<file path="config.mk">
export PLATFORM = sky130hd
export DESIGN_NAME = serial_ram_arbiter
export DESIGN_NICKNAME = d
export VERILOG_FILES = /design/src/rtl/serial_ram_arbiter_pkg.sv /design/src/rtl/serial_ram_arbiter_rr.sv /design/src/rtl/serial_ram_arbiter.sv
export SDC_FILE = /design/constraint.sdc
export NUM_CORES = 1
export LEC_CHECK = 0
export CAP_MARGIN = 25
export CORE_AREA = 3 3 93 95
export CTS_BUF_LIST = sky130_fd_sc_hd__clkbuf_4 sky130_fd_sc_hd__clkbuf_8
export CTS_CLUSTER_DIAMETER = 40
export DETAILED_ROUTE_END_ITERATION = 8
export DIE_AREA = 0 0 96 98
export PLACE_DENSITY = 0.83
export SLEW_MARGIN = 0
export SYNTH_ARGS = -nofsm -noshare
export SYNTH_HDL_FRONTEND = slang
export SYNTH_SLANG_ARGS = --single-unit
</file>
<file path="constraint.sdc">
create_clock -name clk -period 3.4 [get_ports clk]
set_clock_uncertainty 0.05 [all_clocks]
set_input_delay 0.85 -clock clk [delete_from_list [all_inputs] [get_ports clk]]
set_output_delay 0.85 -clock clk [all_outputs]
set_load 0.02 [all_outputs]
</file>
<file path="src/rtl/serial_ram_arbiter_pkg.sv">
// Frame constants and tag type shared by the serial RAM arbiter and its round-robin picker.
package serial_ram_arbiter_pkg;

  localparam int unsigned DEF_PINS          = 4;
  localparam int unsigned DEF_LOG2_CYCLES   = 2;
  localparam int unsigned DEF_RAM_ADDR_BITS = 16;
  localparam int unsigned DEF_N_REQ         = 4;
  localparam int unsigned DEF_LATENCY       = 11;

  localparam int unsigned CYCLES    = 1 << DEF_LOG2_CYCLES;
  localparam int unsigned ADDR_BITS = DEF_PINS * CYCLES;
  localparam int unsigned DATA_BITS = ADDR_BITS;

  function automatic int unsigned id_width(input int unsigned n);
    return (n > 1) ? $clog2(n) : 1;
  endfunction

  localparam int unsigned ID_BITS = id_width(DEF_N_REQ);

  // Sized for the largest supported requester count (8) so any N_REQ fits.
  localparam int unsigned MAX_ID_BITS = 3;

  typedef struct packed {
    logic                   issued;
    logic [MAX_ID_BITS-1:0] id;
  } tag_t;

endpackage

</file>
<file path="src/rtl/serial_ram_arbiter_rr.sv">
// Round-robin picker: combinational winner search from the slot after the last winner.
module rr_arbiter
  import serial_ram_arbiter_pkg::*;
#(
  parameter  int unsigned N_REQ = DEF_N_REQ,
  localparam int unsigned IDW   = id_width(N_REQ)
) (
  input  logic             clk,
  input  logic             reset,
  input  logic [N_REQ-1:0] req,
  input  logic             en,
  output logic [N_REQ-1:0] grant,
  output logic [IDW-1:0]   winner
);

  logic [IDW-1:0] ptr;
  logic           found;
  int unsigned    idx;

  always_comb begin
    found  = 1'b0;
    winner = '0;
    grant  = '0;
    idx    = 0;
    for (int unsigned k = 1; k <= N_REQ; k++) begin
      idx = (int'(ptr) + k) % N_REQ;
      if (!found && req[idx]) begin
        found  = 1'b1;
        winner = IDW'(idx);
      end
    end
    if (en && found) grant = N_REQ'(1) << winner;
  end

  // Pointer holds the last winner; reset value makes requester 0 highest priority.
  always_ff @(posedge clk or posedge reset) begin
    if (reset)              ptr <= IDW'(N_REQ - 1);
    else if (en && found)   ptr <= winner;
  end

endmodule

</file>
<file path="src/rtl/serial_ram_arbiter.sv">
// Shares one time-multiplexed serial RAM port among N_REQ read requesters, one word per frame.
module serial_ram_arbiter
  import serial_ram_arbiter_pkg::*;
#(
  parameter  int unsigned PINS          = DEF_PINS,
  parameter  int unsigned LOG2_CYCLES   = DEF_LOG2_CYCLES,
  parameter  int unsigned RAM_ADDR_BITS = DEF_RAM_ADDR_BITS,
  parameter  int unsigned N_REQ         = DEF_N_REQ,
  parameter  int unsigned LATENCY       = DEF_LATENCY,
  localparam int unsigned NCYC          = 1 << LOG2_CYCLES,
  localparam int unsigned WORD_BITS     = PINS * NCYC,
  localparam int unsigned IDW           = id_width(N_REQ)
) (
  input  logic                           clk,
  input  logic                           reset,
  input  logic [N_REQ-1:0]               req_valid,
  input  logic [N_REQ*RAM_ADDR_BITS-1:0] req_addr,
  output logic [N_REQ-1:0]               req_ready,
  output logic [PINS-1:0]                addr_out,
  input  logic [PINS-1:0]                data_in,
  output logic                           resp_valid,
  output logic [IDW-1:0]                 resp_id,
  output logic [WORD_BITS-1:0]           resp_data
);

  localparam int unsigned DEPTH = LATENCY + NCYC;

  logic [LOG2_CYCLES-1:0]     phase;
  logic                       frame_end;
  logic [IDW-1:0]             win_id;
  logic [WORD_BITS-1:0]       sel_addr;
  logic [WORD_BITS-1:0]       addr_sr;
  logic [WORD_BITS-PINS-1:0]  data_sr;
  logic [WORD_BITS-1:0]       data_next;
  tag_t                       new_tag;
  tag_t                       line [DEPTH];
  tag_t                       done;

  assign frame_end = &phase;

  rr_arbiter #(.N_REQ(N_REQ)) u_rr (
    .clk    (clk),
    .reset  (reset),
    .req    (req_valid),
    .en     (frame_end),
    .grant  (req_ready),
    .winner (win_id)
  );

  always_ff @(posedge clk or posedge reset) begin
    if (reset) phase <= '0;
    else       phase <= phase + 1'b1;
  end

  always_comb begin
    sel_addr = '0;
    for (int unsigned i = 0; i < N_REQ; i++) begin
      if (req_ready[i]) sel_addr = WORD_BITS'(req_addr[i*RAM_ADDR_BITS +: RAM_ADDR_BITS]);
    end
  end

  // Idle frames load zero, so addr_out stays 0 for the whole following frame.
  always_ff @(posedge clk or posedge reset) begin
    if (reset)          addr_sr <= '0;
    else if (frame_end) addr_sr <= sel_addr;
    else                addr_sr <= addr_sr >> PINS;
  end

  assign addr_out = addr_sr[PINS-1:0];

  always_comb begin
    new_tag        = '0;
    new_tag.issued = |req_ready;
    new_tag.id     = MAX_ID_BITS'(win_id);
  end

  // One tag per clock; only frame-end slots can be issued, the rest are bubbles.
  always_ff @(posedge clk or posedge reset) begin
    if (reset) begin
      for (int unsigned i = 0; i < DEPTH; i++) line[i] <= '0;
    end else begin
      line[0] <= new_tag;
      for (int unsigned i = 1; i < DEPTH; i++) line[i] <= line[i-1];
    end
  end

  assign done      = line[DEPTH-1];
  assign data_next = {data_in, data_sr};

  always_ff @(posedge clk or posedge reset) begin
    if (reset) begin
      data_sr    <= '0;
      resp_valid <= 1'b0;
      resp_id    <= '0;
      resp_data  <= '0;
    end else begin
      data_sr    <= data_next[WORD_BITS-1:PINS];
      resp_valid <= done.issued;
      if (done.issued) begin
        resp_id   <= IDW'(done.id);
        resp_data <= data_next;
      end
    end
  end

endmodule

</file>
======== Word-level counts from Yosys, hierarchy flattened ========
Index checks and enable logic that the tools add are counted.
operators by class
  $add $sub $neg .......................... 5
  shift operators ......................... 1
  mux-type cells .......................... 22
  $lt $le $gt $ge ......................... 4
  reductions and logical operators ........ 9
operators with widths
  cell                 number
  $mux 16              5
  $lt 2x3->1 const B   4
  $bmux 1 s2           4
  $mux 1               8
  $mux 2               4
  $add 2x1->2 const B  3
  $add 2x2->2 const B  2
  $logic_and 1x1->1    4
  $mux 4               1
  $reduce_or 4->1      1
  $shl 1x2->4 const A  1
  $logic_not 1->1      3
  $reduce_and 2->1     1
word-level totals
  word-level logic and storage cells ...... 78
  flip-flop bits (word level) ............. 96

======== Longest topological paths before layout ========
Gate-level depths: netlist of the first run.
  depth after elaboration ................. 20
  mapped depth ............................ 7
  mapped depth without buffers ............ 5

======== By module ========
From an unflattened synthesis of the first run, not the netlist that was laid out.
second synthesis, totals
  cells, all modules ...................... 228
  area total of the unflattened synthesis .. 3,499.6 um^2
modules (own cells, without submodules)
  module              cells each  seq. area each (um^2)  area each (um^2)  times used
  serial_ram_arbiter  198         2,352.3                3,214.3           1
  rr_arbiter          30          52.6                   285.3             1

======== Worst setup path before layout of the first run ========
OpenSTA, ideal clock, no wires.
  path type ............................... input to output
  start ................................... input req_valid[3]
  end ..................................... output req_ready[0]
  path buffers ............................ 1
  setup slack ............................. 0.440 ns
  cell stages on the path ................. 5
  data arrival time ....................... 2.060 ns
  path through ............................ nor2b_2 -> o21ai_2 -> nand3_1 -> buf_2 -> nor3_1
on the way
  cells in the longest elaborated chain, start to end .. 14
  elaborated cells between the ends (all ways) .. 25
RTL lines
  element                                                  line                         text
  from (decl)                                              serial_ram_arbiter.sv:16     input logic [N_REQ-1:0] req_valid,
  $bmux 1 s2                                               serial_ram_arbiter_rr.sv:27  if (!found && req[idx]) begin
  $mux 1 (not written as such)                             serial_ram_arbiter_rr.sv:27
  $mux 1                                                   serial_ram_arbiter_rr.sv:27
  $logic_not 1->1                                          serial_ram_arbiter_rr.sv:27
  $logic_and 1x1->1                                        serial_ram_arbiter_rr.sv:27
  $mux 1                                                   serial_ram_arbiter_rr.sv:27
  $logic_not 1->1                                          serial_ram_arbiter_rr.sv:27
  $logic_and 1x1->1                                        serial_ram_arbiter_rr.sv:27
  $mux 1                                                   serial_ram_arbiter_rr.sv:27
  $logic_not 1->1                                          serial_ram_arbiter_rr.sv:27
  $logic_and 1x1->1                                        serial_ram_arbiter_rr.sv:27
  $mux 2 / $mux 1 (equally long branches)                  serial_ram_arbiter_rr.sv:27
  $shl 1x2->4 / $logic_and 1x1->1 (equally long branches)  serial_ram_arbiter_rr.sv:32  if (en && found) grant = N_REQ'(1) << winner;
  $mux 4 *                                                 serial_ram_arbiter_rr.sv:32
  to (decl)                                                serial_ram_arbiter.sv:18     output logic [N_REQ-1:0] req_ready,
Every way passes the cells marked *; elsewhere a longest branch is shown, timed or not. The select of a mux whose other input is x is not followed.

======== Final worst setup path of the first run ========
  start ................................... input req_valid[3]
  end ..................................... output req_ready[3]
Same word-level chain as after synthesis.

==> impl_results.rst, run 1 <==
.. list-table::
   :header-rows: 1

   * - Metric
     - Value
   * - Status
     - completed
   * - Largest driver fanout on the critical path
     - 4
   * - Maxcap violations
     - 0
   * - Gpl congestion
     - 0.820
   * - Reg-to-Reg Start
     - u_rr.ptr[0]
   * - Launch instance of the worst min-delay path
     - line[27]
   * - Final cell area excluding filler cells
     - 0.00482 mm^2
   * - Buffers inserted by post-CTS timing repair
     - 0
   * - Arithmetic-cell share of the synthesized area counting full adders, half adders and majority gates
     - 0.00360
   * - Achievable clock frequency
     - 298 MHz
   * - Library cell contributing the largest single delay on the critical path
     - sky130_fd_sc_hd__clkdlybuf4s50_1
   * - Die outline width
     - 96 um
   * - Final routed DRC violation total
     - 0
   * - Largest family of logic cells by synthesized area
     - multiplexers
   * - Data required time of the critical path
     - 2.50 ns
   * - Clock Pin Slew Worst Setup and Hold Paths
     - 0.09 ns
   * - TritonCTS Sinks
     - 96
   * - Total leakage power
     - 0.00214 uW
   * - CTS tree
     - built
   * - First element of the critical path
     - req_valid[3]
   * - Placed instance area
     - 0.00462 mm^2
   * - First-pass GRT wire length
     - 11100 um
   * - Wire length reported by the detailed router
     - 6940 um
   * - Post-Syn Area per Cell
     - 14.9 um^2
   * - Post-Syn Instances
     - 234
   * - Pin count of the biggest net entering global routing
     - 40
   * - Floorplan row count
     - 32
   * - Clock latency of the later-clocked register in the worst-skew pair
     - 0.35 ns
   * - Number of global-route vias before repair
     - 2343
   * - Relative slew slack
     - 0.506
   * - Number of port buffers
     - 100
   * - CTS Buf Count
     - 9
   * - Number of buffers inserted for hold repair after clock tree synthesis
     - 0
   * - Share of post-route cells with drive strength above 1
     - 0.197
   * - Power Density
     - 560 mW/mm^2
   * - First-pass detailed-route iteration total
     - 4
   * - Arrival time of the worst setup path
     - 2.45 ns
   * - Number of setup violations in the final report
     - 0
   * - Post-route total power
     - 2700 uW
   * - Final hold violation count
     - 0
   * - Average vias per placed instance
     - 4.75
   * - Worst Tran Pin Value
     - 0.741 ns
   * - Final clock period utilization by the worst path
     - 0.985
   * - Final net count
     - 421
   * - Count of filler cells inserted in the layout
     - 619
   * - Share of synthesized cell area in and, or, nand and nor gates
     - 0.0562
   * - Setup TNS
     - 0 ns
   * - Core Region
     - 0.00781 mm^2
   * - Mux contribution to synthesized area
     - 0.104
   * - Number of antenna violations at the first check in global routing
     - 0
   * - Antenna Diode Count
     - 0
   * - Sequential share of the synthesized area
     - 0.692
   * - Critical path class
     - in -> out
   * - Net Count, Synth
     - 309
   * - Syn-to-layout area delta
     - 38.7%
   * - Final min period
     - 3.35 ns
   * - Number of DRC markers after the initial detailed-route iteration
     - 38
   * - Vert. Die Dim
     - 98 um
   * - Root buf cell
     - sky130_fd_sc_hd__clkbuf_8
   * - CP endpoint kind
     - output pin
   * - Maximum single-stage delay on the critical path
     - 0.48 ns
   * - H-tree Lvls
     - 3
   * - Average routed wire per standard cell
     - 15.3 um
   * - Number of routed nets with antenna violations
     - 0
   * - Tot GR Track Use
     - 0.156
   * - Number of vias in the routed layout
     - 2153
   * - Initial core utilization
     - 0.445
   * - Post-synthesis share of cell area spent on xor and xnor gates
     - 0
   * - Synth unique cells
     - 35
   * - Cell-by-cell listing of the critical path
     - clkdlybuf4s50_1 > nor4_2 > nand2b_4 > inv_2 > nand3_2 > inv_1 > dlygate4sd2_1
   * - Area fraction in compound gates after synthesis
     - 0.0911
   * - DIE AREA
     - 0.00941 mm^2
   * - Final Max Tran Viols
     - 0
   * - Maximum root-to-sink buffer count
     - 2
   * - Flip-flop and latch count after synthesis
     - 96
   * - Remaining global-route overflow
     - 0
   * - Leading cell type in the layout, fill and taps excluded
     - sky130_fd_sc_hd__clkdlybuf4s50_1
   * - Warning count from the yosys run
     - 0
   * - Commonest non-fill, non-tap cells in the layout
     - sky130_fd_sc_hd__clkdlybuf4s50_1, sky130_fd_sc_hd__dfrtp_1, sky130_fd_sc_hd__mux2_2, sky130_fd_sc_hd__nor2b_1, sky130_fd_sc_hd__mux2i_1
   * - Worst IR drop on VDD
     - 0.000245 V
   * - Worst hold-check path type
     - reg -> reg
   * - Element type at the critical path start
     - primary input
   * - I/O pin cnt
     - 101
   * - Placed wire-length estimate after detailed placement
     - 5200 um
   * - Cell Area, Synth
     - 0.00348 mm^2
==> state kept, by name, summed over array words and instances (netlist names) <==
signal / count
data_sr: 12
phase: 2
resp_data: 16
addr_sr: 16
u_rr.ptr: 2
done: 3
resp_id: 2
line: 42
resp_valid: 1
==> synthesized netlist by cell type (all sizes together) <==
cell type	n	area (um^2)
ha	1	12.5
o21ai	2	13.8
buf	14	120
or2	1	6.26
a211oi	8	70.1
o221ai	12	105
o21a	1	7.51
dfstp	2	52.6
o221a	1	20.0
nor4	1	6.26
mux2i	16	160
nor2	2	7.51
a31oi	1	6.26
nand4	1	6.26
nand2	4	15.0
a21o	1	7.51
dfrtp	94	2350
nand3	2	15.0
nor3	1	5.00
a311oi	1	26.3
mux2	18	203
nand2b	3	18.8
a21oi	12	60.1
inv	16	60.1
nor2b	18	115
clkbuf	1	3.75
==> through the flow <==
stage	utilization	hold WS [ns]	setup WS [ns]	std cells
5_1_grt	0.618	0.312	-0.00234	453
3_3_place_gp	0.591	0.283	-0.290	437
6_report	0.618	0.304	0.0497	453
4_1_cts	0.616	0.305	0.0257	453
3_5_place_dp	0.591	0.285	-0.325	437
2_1_floorplan	-	0.281	0.440	234
==> timing repair <==
item,CTS,global route
pin swaps,0,0
endpoints found under the hold margin,0,0
endpoints found under the setup margin,4,4
gates resized for setup,10,7
==> final cells by class <==
type | instances | area, um^2 | share of cell area
clock buffers | 9 | 124 | 0.0257
clock inverters | 7 | 60.1 | 0.0125
inverters | 16 | 63.8 | 0.0132
multi-input cells | 107 | 918 | 0.190
flip-flops and latches | 96 | 2400 | 0.499
well taps | 102 | 128 | 0.0265
repair buffers | 116 | 1120 | 0.233
==> report_power, final <==
group	internal, uW	switching [uW]	total (uW)
Combinational	312	269	581
Sequential	1370	74.4	1440
Clock	280	400	680
==> logic make-up (layout without fill, tap and decap cells) <==
group           after synthesis  count (layout)
compound gates               39              39
fa+ha+maj                     1               1
buf+inv                      31             148
flops                        96              96
mux                          34              34
simple gates                 33              33
==> routing by layer <==
| metal | GRT usage | share of wire |
|---|---|---|
| met2 | 0.243 | 0.48 |
| met1 | 0.197 | 0.42 |
| met5 | 0 | 0 |
| met4 | 0.0667 | 0.019 |
| met3 | 0.0532 | 0.081 |
==> final timing paths <==
check | slack [ns] | end | cells after the start
worst min register to register | 0.30 | line[23] | 0
max in group asynchronous | 1.72 | u_rr.ptr[0] | 3
worst max-delay path | 0.05 | req_ready[3] | 7
worst max register to register | 1.27 | u_rr.ptr[0] | 6
min in group asynchronous | 0.88 | addr_sr[2] | 2
worst min-delay path | 0.30 | line[23] | 0
==> worst max-delay path, delay by kind of cell <==
kind                   cells  cell delay (ns)
buffers and inverters      4             0.90
AND/OR/NAND/NOR            3             0.70
No activity file was read; power rests on OpenSTA's default activity.
==> inputs of run 2 (changes only) <==
Settings changed: CORE_AREA 3 3 93 95 to 3 3 104 106, DIE_AREA 0 0 96 98 to 0 0 107 109, GPL_ROUTABILITY_DRIVEN set to 0, PLACE_DENSITY 0.83 to 0.69.
==> run 2 against run 1 <==
Flip-flop and latch count did not move. Non-clock buffer count unchanged. Die area up 24%. Hold slack worse by 0.0085 ns. Global-route usage decreased by 2.9 points. Critical path depth down 1. Core utilization fell by 13 points. Routed wire length shrank 1.2%. Via count grew 0.37%. Critical path type unchanged.
==> impl_results.rst, run 2 (synthesis results as in run 1) <==
.. list-table::
   :header-rows: 1

   * - Metric
     - Value
   * - I/O pin cnt
     - 101
   * - Reg-to-Reg Start
     - u_rr.ptr[0]
   * - Vert. Die Dim
     - 109 um
   * - Clock Pin Slew Worst Setup and Hold Paths
     - 0.10 ns
   * - H-tree Lvls
     - 3
   * - Number of instances on the worst hold path
     - 0
   * - Number of routed nets with antenna violations
     - 0
   * - Internal Pwr Total
     - 1960 uW
   * - Worst path buffer plus inverter count
     - 3
   * - Worst Tran Pin Value
     - 0.744 ns
   * - Cell total after placement
     - 468
   * - RSZ-0062 raised after global routing
     - no
   * - Largest driver fanout on the critical path
     - 6
   * - Commonest non-fill, non-tap cells in the layout
     - sky130_fd_sc_hd__clkdlybuf4s50_1, sky130_fd_sc_hd__dfrtp_1, sky130_fd_sc_hd__mux2_2, sky130_fd_sc_hd__nor2b_1, sky130_fd_sc_hd__mux2i_1
   * - Maximum root-to-sink buffer count
     - 2
   * - Post-layout worst setup margin
     - 0.105 ns
   * - Average vias per placed instance
     - 4.46
   * - Syn-to-layout area delta
     - 39.6%
   * - Register with the most flip-flops
     - line
   * - Clock group share of total power
     - 0.262
   * - Data required time of the critical path
     - 2.50 ns
   * - Arrival time of the worst setup path
     - 2.39 ns
   * - Worst hold slack
     - 0.296 ns
   * - Critical path class
     - in -> out
   * - Setup slack after placement
     - -0.247 ns
   * - Floorplan row count
     - 36
   * - Element type at the critical path start
     - primary input
   * - Average routed wire per standard cell
     - 14.2 um
   * - Launch instance of the worst min-delay path
     - line[40]
   * - Leading cell type in the layout, fill and taps excluded
     - sky130_fd_sc_hd__clkdlybuf4s50_1
   * - DIE AREA
     - 0.0117 mm^2
   * - Maxcap violations
     - 0
   * - CP endpoint kind
     - output pin
   * - Power Density
     - 562 mW/mm^2
   * - Remaining global-route overflow
     - 0
   * - Library cell contributing the largest single delay on the critical path
     - sky130_fd_sc_hd__clkdlybuf4s50_1
   * - Achievable clock frequency
     - 304 MHz
   * - Top flop regs
     - line x42, addr_sr x16, resp_data x16
   * - Number of DRC markers after the initial detailed-route iteration
     - 84
   * - Wire length reported by the detailed router
     - 6860 um
   * - Final Max Tran Viols
     - 0
   * - Number of buffers inserted for hold repair after clock tree synthesis
     - 0
   * - Count of non-filler cells in the finished layout
     - 484
   * - Share of post-route cells with drive strength above 1
     - 0.194
   * - Pin count of the biggest net entering global routing
     - 58
   * - Maximum single-stage delay on the critical path
     - 0.59 ns
   * - TritonCTS Sinks
     - 96
   * - Number of antenna violations at the first check in global routing
     - 0
   * - Final clock period utilization by the worst path
     - 0.969
   * - Clock latency of the later-clocked register in the worst-skew pair
     - 0.35 ns
   * - Final hold violation count
     - 0
   * - Terminating pin of the worst hold path
     - line[36]
   * - Number of setup violations in the final report
     - 0
   * - Total leakage power
     - 0.00214 uW
   * - Worst setup slack for register-to-register paths
     - 1.28 ns
   * - Root buf cell
     - sky130_fd_sc_hd__clkbuf_8
   * - Number of global-route vias before repair
     - 2320
   * - Reg area
     - 0.00240 mm^2
   * - First-pass GRT wire length
     - 11400 um
   * - Die outline width
     - 107 um
   * - CTS tree
     - built
   * - Worst hold-check path type
     - reg -> reg
   * - Final net count
     - 421
   * - Cell-by-cell listing of the critical path
     - clkdlybuf4s50_1 > nand2b_1 > o221a_4 > buf_4 > nor3_1 > clkbuf_2
   * - Final min period
     - 3.29 ns
   * - Cells on worst reg2reg path
     - 5
   * - Max FFs per register
     - 42
   * - First-pass detailed-route iteration total
     - 4
   * - Worst IR drop on VDD
     - 0.000243 V
   * - Relative slew slack
     - 0.504
   * - Antenna Diode Count
     - 0
   * - Net switching power of the design
     - 762 uW
   * - Count of filler cells inserted in the layout
     - 871
   * - Number of port buffers
     - 100
   * - Placed wire-length estimate after detailed placement
     - 5120 um
   * - Core Region
     - 0.00986 mm^2
   * - Switching share of power
     - 0.279
   * - Logic gate share of total power
     - 0.212
   * - Final cell utilization of the core
     - 0.492
   * - Endpoint of the worst register-to-register path
     - addr_sr[9]
   * - Tot GR Track Use
     - 0.127
   * - Initial core utilization
     - 0.352
   * - Status
     - completed
   * - Area taken by multi-input logic gates
     - 910 um^2
   * - Sequential fraction of design power
     - 0.525
   * - Number of vias in the routed layout
     - 2161
   * - Final routed DRC violation total
     - 0
   * - Delay-heaviest family, CP
     - buffers and inverters
   * - CTS Buf Count
     - 9
==> run 2: cell types whose count changed in the layout (fill, tap and decap cells not counted), sizes merged <==
cell | previous run | this run
clkbuf | 11 | 13
clkdlybuf4s15 | 1 | 0
dlygate4sd2 | 1 | 0
==> run 2: per-stage QoR <==
| stage | total power [uW] | instance area (um^2) | setup TNS [ns] |
|---|---|---|---|
| 6_report | 2730 | 4850 | 0 |
| 5_1_grt | 2900 | 4850 | 0 |
| 4_1_cts | 2780 | 4850 | 0 |
| 3_5_place_dp | 2040 | 4660 | -0.926 |
| 3_3_place_gp | 2020 | 4660 | -0.743 |
| 2_1_floorplan | 1820 | 3480 | 0 |
==> run 2: worst max-delay path by stage <==
stage	cells past startpoint	to	start	slack (ns)
5_1_grt	6	req_ready[0]	req_valid[1]	0.01
2_1_floorplan	5	req_ready[0]	req_valid[3]	0.44
6_report	6	req_ready[0]	req_valid[1]	0.11
4_1_cts	6	req_ready[0]	req_valid[1]	0.006
3_5_place_dp	6	req_ready[0]	req_valid[1]	-0.25
3_3_place_gp	6	req_ready[0]	req_valid[2]	-0.23
==> run 2: area by class of cell <==
type	count	share of cell area
well taps	133	0.0343
inverters	16	0.0131
repair buffers	116	0.229
flip-flops and latches	96	0.495
clock buffers	9	0.0255
multi-input cells	107	0.187
clock inverters	7	0.0147
==> run 2: worst register-to-register path: cells and delay by family (launching register included) <==
family,cells,cell delay [ns]
AND/OR/NAND/NOR,2,0.65
flip-flops,1,0.58
AO/OA/AOI/OAI,2,0.60
buffers and inverters,1,0.14
==> run 2: layer usage <==
metal	vias to the layer above	GRT usage	wire length, um
met5	-	0	0
met2	91	0.197	3210
met1	1036	0.156	2830
met4	0	0.0402	64
li1	1026	-	-
met3	8	0.0616	754
==> run 2: timing repair <==
item                       CTS  global route
pin swaps                    0             0
setup endpoints to repair    4             4
resized for setup            6            11
setup buffers                0             0
==> run 2: power by group through the flow <==
stage	Clock [uW]	Combinational (uW)	Sequential, uW
6_report	715	579	1430
5_1_grt	802	631	1460
4_1_cts	753	586	1440
3_5_place_dp	0	584	1460
3_3_place_gp	0	574	1450
2_1_floorplan	0	360	1460
==> edit (flow settings as in run 1) <==
The package constant `DEF_PINS` goes from 4 to 8.
--- a/src/rtl/serial_ram_arbiter_pkg.sv
+++ b/src/rtl/serial_ram_arbiter_pkg.sv
@@ -1,7 +1,7 @@
 // Frame constants and tag type shared by the serial RAM arbiter and its round-robin picker.
 package serial_ram_arbiter_pkg;
 
-  localparam int unsigned DEF_PINS          = 4;
+  localparam int unsigned DEF_PINS          = 8;
   localparam int unsigned DEF_LOG2_CYCLES   = 2;
   localparam int unsigned DEF_RAM_ADDR_BITS = 16;
   localparam int unsigned DEF_N_REQ         = 4;
Ports: changed (resized addr_out, data_in and resp_data); port bits go from 101 to 125. No check against the original RTL was run, so the function may have changed too.
==> edit against run 1 <==
  * Sequential cell count rose by 28
  * Register-to-register slack got worse by 0.18 ns
  * Cell area rose by 28%
  * Area after synthesis rose by 25%
  * Maximum frequency rose by 1.5%
  * Global-route usage rose by 4.3 points
  * Setup slack improved by 0.048 ns
  * Largest cell class unchanged
  * Power rose by 34%
  * Critical endpoint is now req_ready[1]
  * Non-clock buffer count rose by 20
  * Routed wire length rose by 21%
  * Sequential share of layout area rose by 0.56 points
==> edit: results (changes against run 1) <==
H-tree Lvls - 4 (+1)
share of layout cells above drive strength 1 - 23.66% (+4.0 points)
Synth top area share - 70.05% (+2.4 points)
GRT met3 Usage - 8.089% (+2.8 points)
M1 WL - 3.304 mm (+15%)
vias in the first global route - 2847 (+22%)
largest net degree at the start of global routing - 111 (+180%)
Yosys cell types - 29 (-17%)
DP Wirelength - 6.097 mm (+17%)
status - finished clean
clock slew at reported path FFs - 0.07 ns (-0.02 ns)
worst-path maximum fanout - 5 (+1)
PostCTS Resize Cnt - 8 (-2)
Synth area leaders - dfrtp_1 70%, mux2_2 8.8%, mux4_2 2.6%
global routing usage on met1 - 23.18% (+3.5 points)
Iter 0 DRT Violations - 94 (+150%)
routed vias - 2556 (+19%)
r2r setup slk - 1.09 ns (-0.18 ns)
met2 Track Usage GR - 32.50% (+8.2 points)
Regs by FF count - line (42), resp_data (32), data_sr (24)
Worst EP arrival - 2.40 ns (-0.05 ns)
r2r endpoint - addr_sr[15]$_DFF_PP0_
met3 wire length - 634 µm (+13%)
Final Routed Wirelength - 8.424 mm (+21%)
Synth Net Count - 341 (+10%)
Hold EP - line[8]$_DFF_PP0_
first-pass GRT wire length - 13.86 mm (+24%)
hold_sp - line[12]$_DFF_PP0_
routed wl met2 - 4.407 mm (+31%)
nets - 476 (+13%)
-- edit: cell count changes in the layout (fill, tap and decap cells not counted), moves of 7 or more --
cell             change
and2_1               +8
clkbuf_8            +10
inv_1               -11
dfrtp_1             +28
mux2_1               +8
nor2b_1             -17
a221oi_1             +8
mux2i_1              -7
o221ai_1            -12
nand2_1              +9
mux2_2              +16
clkdlybuf4s50_1     +23
nor2_1              +10
a21oi_1             -11
-- edit: cell families (layout without fill, tap and decap cells) --
kind of cell / after synthesis / count (layout) / share of synthesized area (%)
AOI/OAI and AO/OA: 15 / 15 / 3.531
DFF: 124 / 124 / 71.26
adders and majority gates: 1 / 1 / 0.2871
and+or+nand+nor: 39 / 39 / 4.336
muxes: 59 / 59 / 17.31
buffers and inverters: 24 / 172 / 3.273
-- edit: area by class of cell --
class	instances	area, µm²	area share (%)
Timing Repair Buffer	136	1336	21.70
Clock inverter	13	191.4	3.108
Multi-Input combinational cell	114	1117	18.14
Inverter	4	18.77	0.3048
Tap cell	102	127.6	2.072
Clock buffer	19	261.5	4.246
Sequential cell	124	3105	50.43
-- edit: through the flow --
| stage | hold WS (ns) | setup TNS, ns |
|---|---|---|
| final | 0.2941 | 0 |
| after global routing | 0.3012 | 0 |
| after CTS | 0.2930 | 0 |
| after detailed placement | 0.2847 | -1.015 |
| after global placement | 0.2834 | -0.8133 |
| after floorplan | 0.2812 | 0 |
-- edit: how the worst max path moves through the flow --
| stage | start | to | slack, ns |
|---|---|---|---|
| after global placement | req_valid[0] | req_ready[0] | -0.23 |
| final | req_valid[3] | req_ready[1] | 0.1 |
| after CTS | req_valid[0] | req_ready[2] | 0.005 |
| after detailed placement | req_valid[0] | req_ready[3] | -0.29 |
| after global routing | req_valid[1] | req_ready[1] | 0.05 |
| after floorplan | req_valid[1] | req_ready[0] | 0.48 |
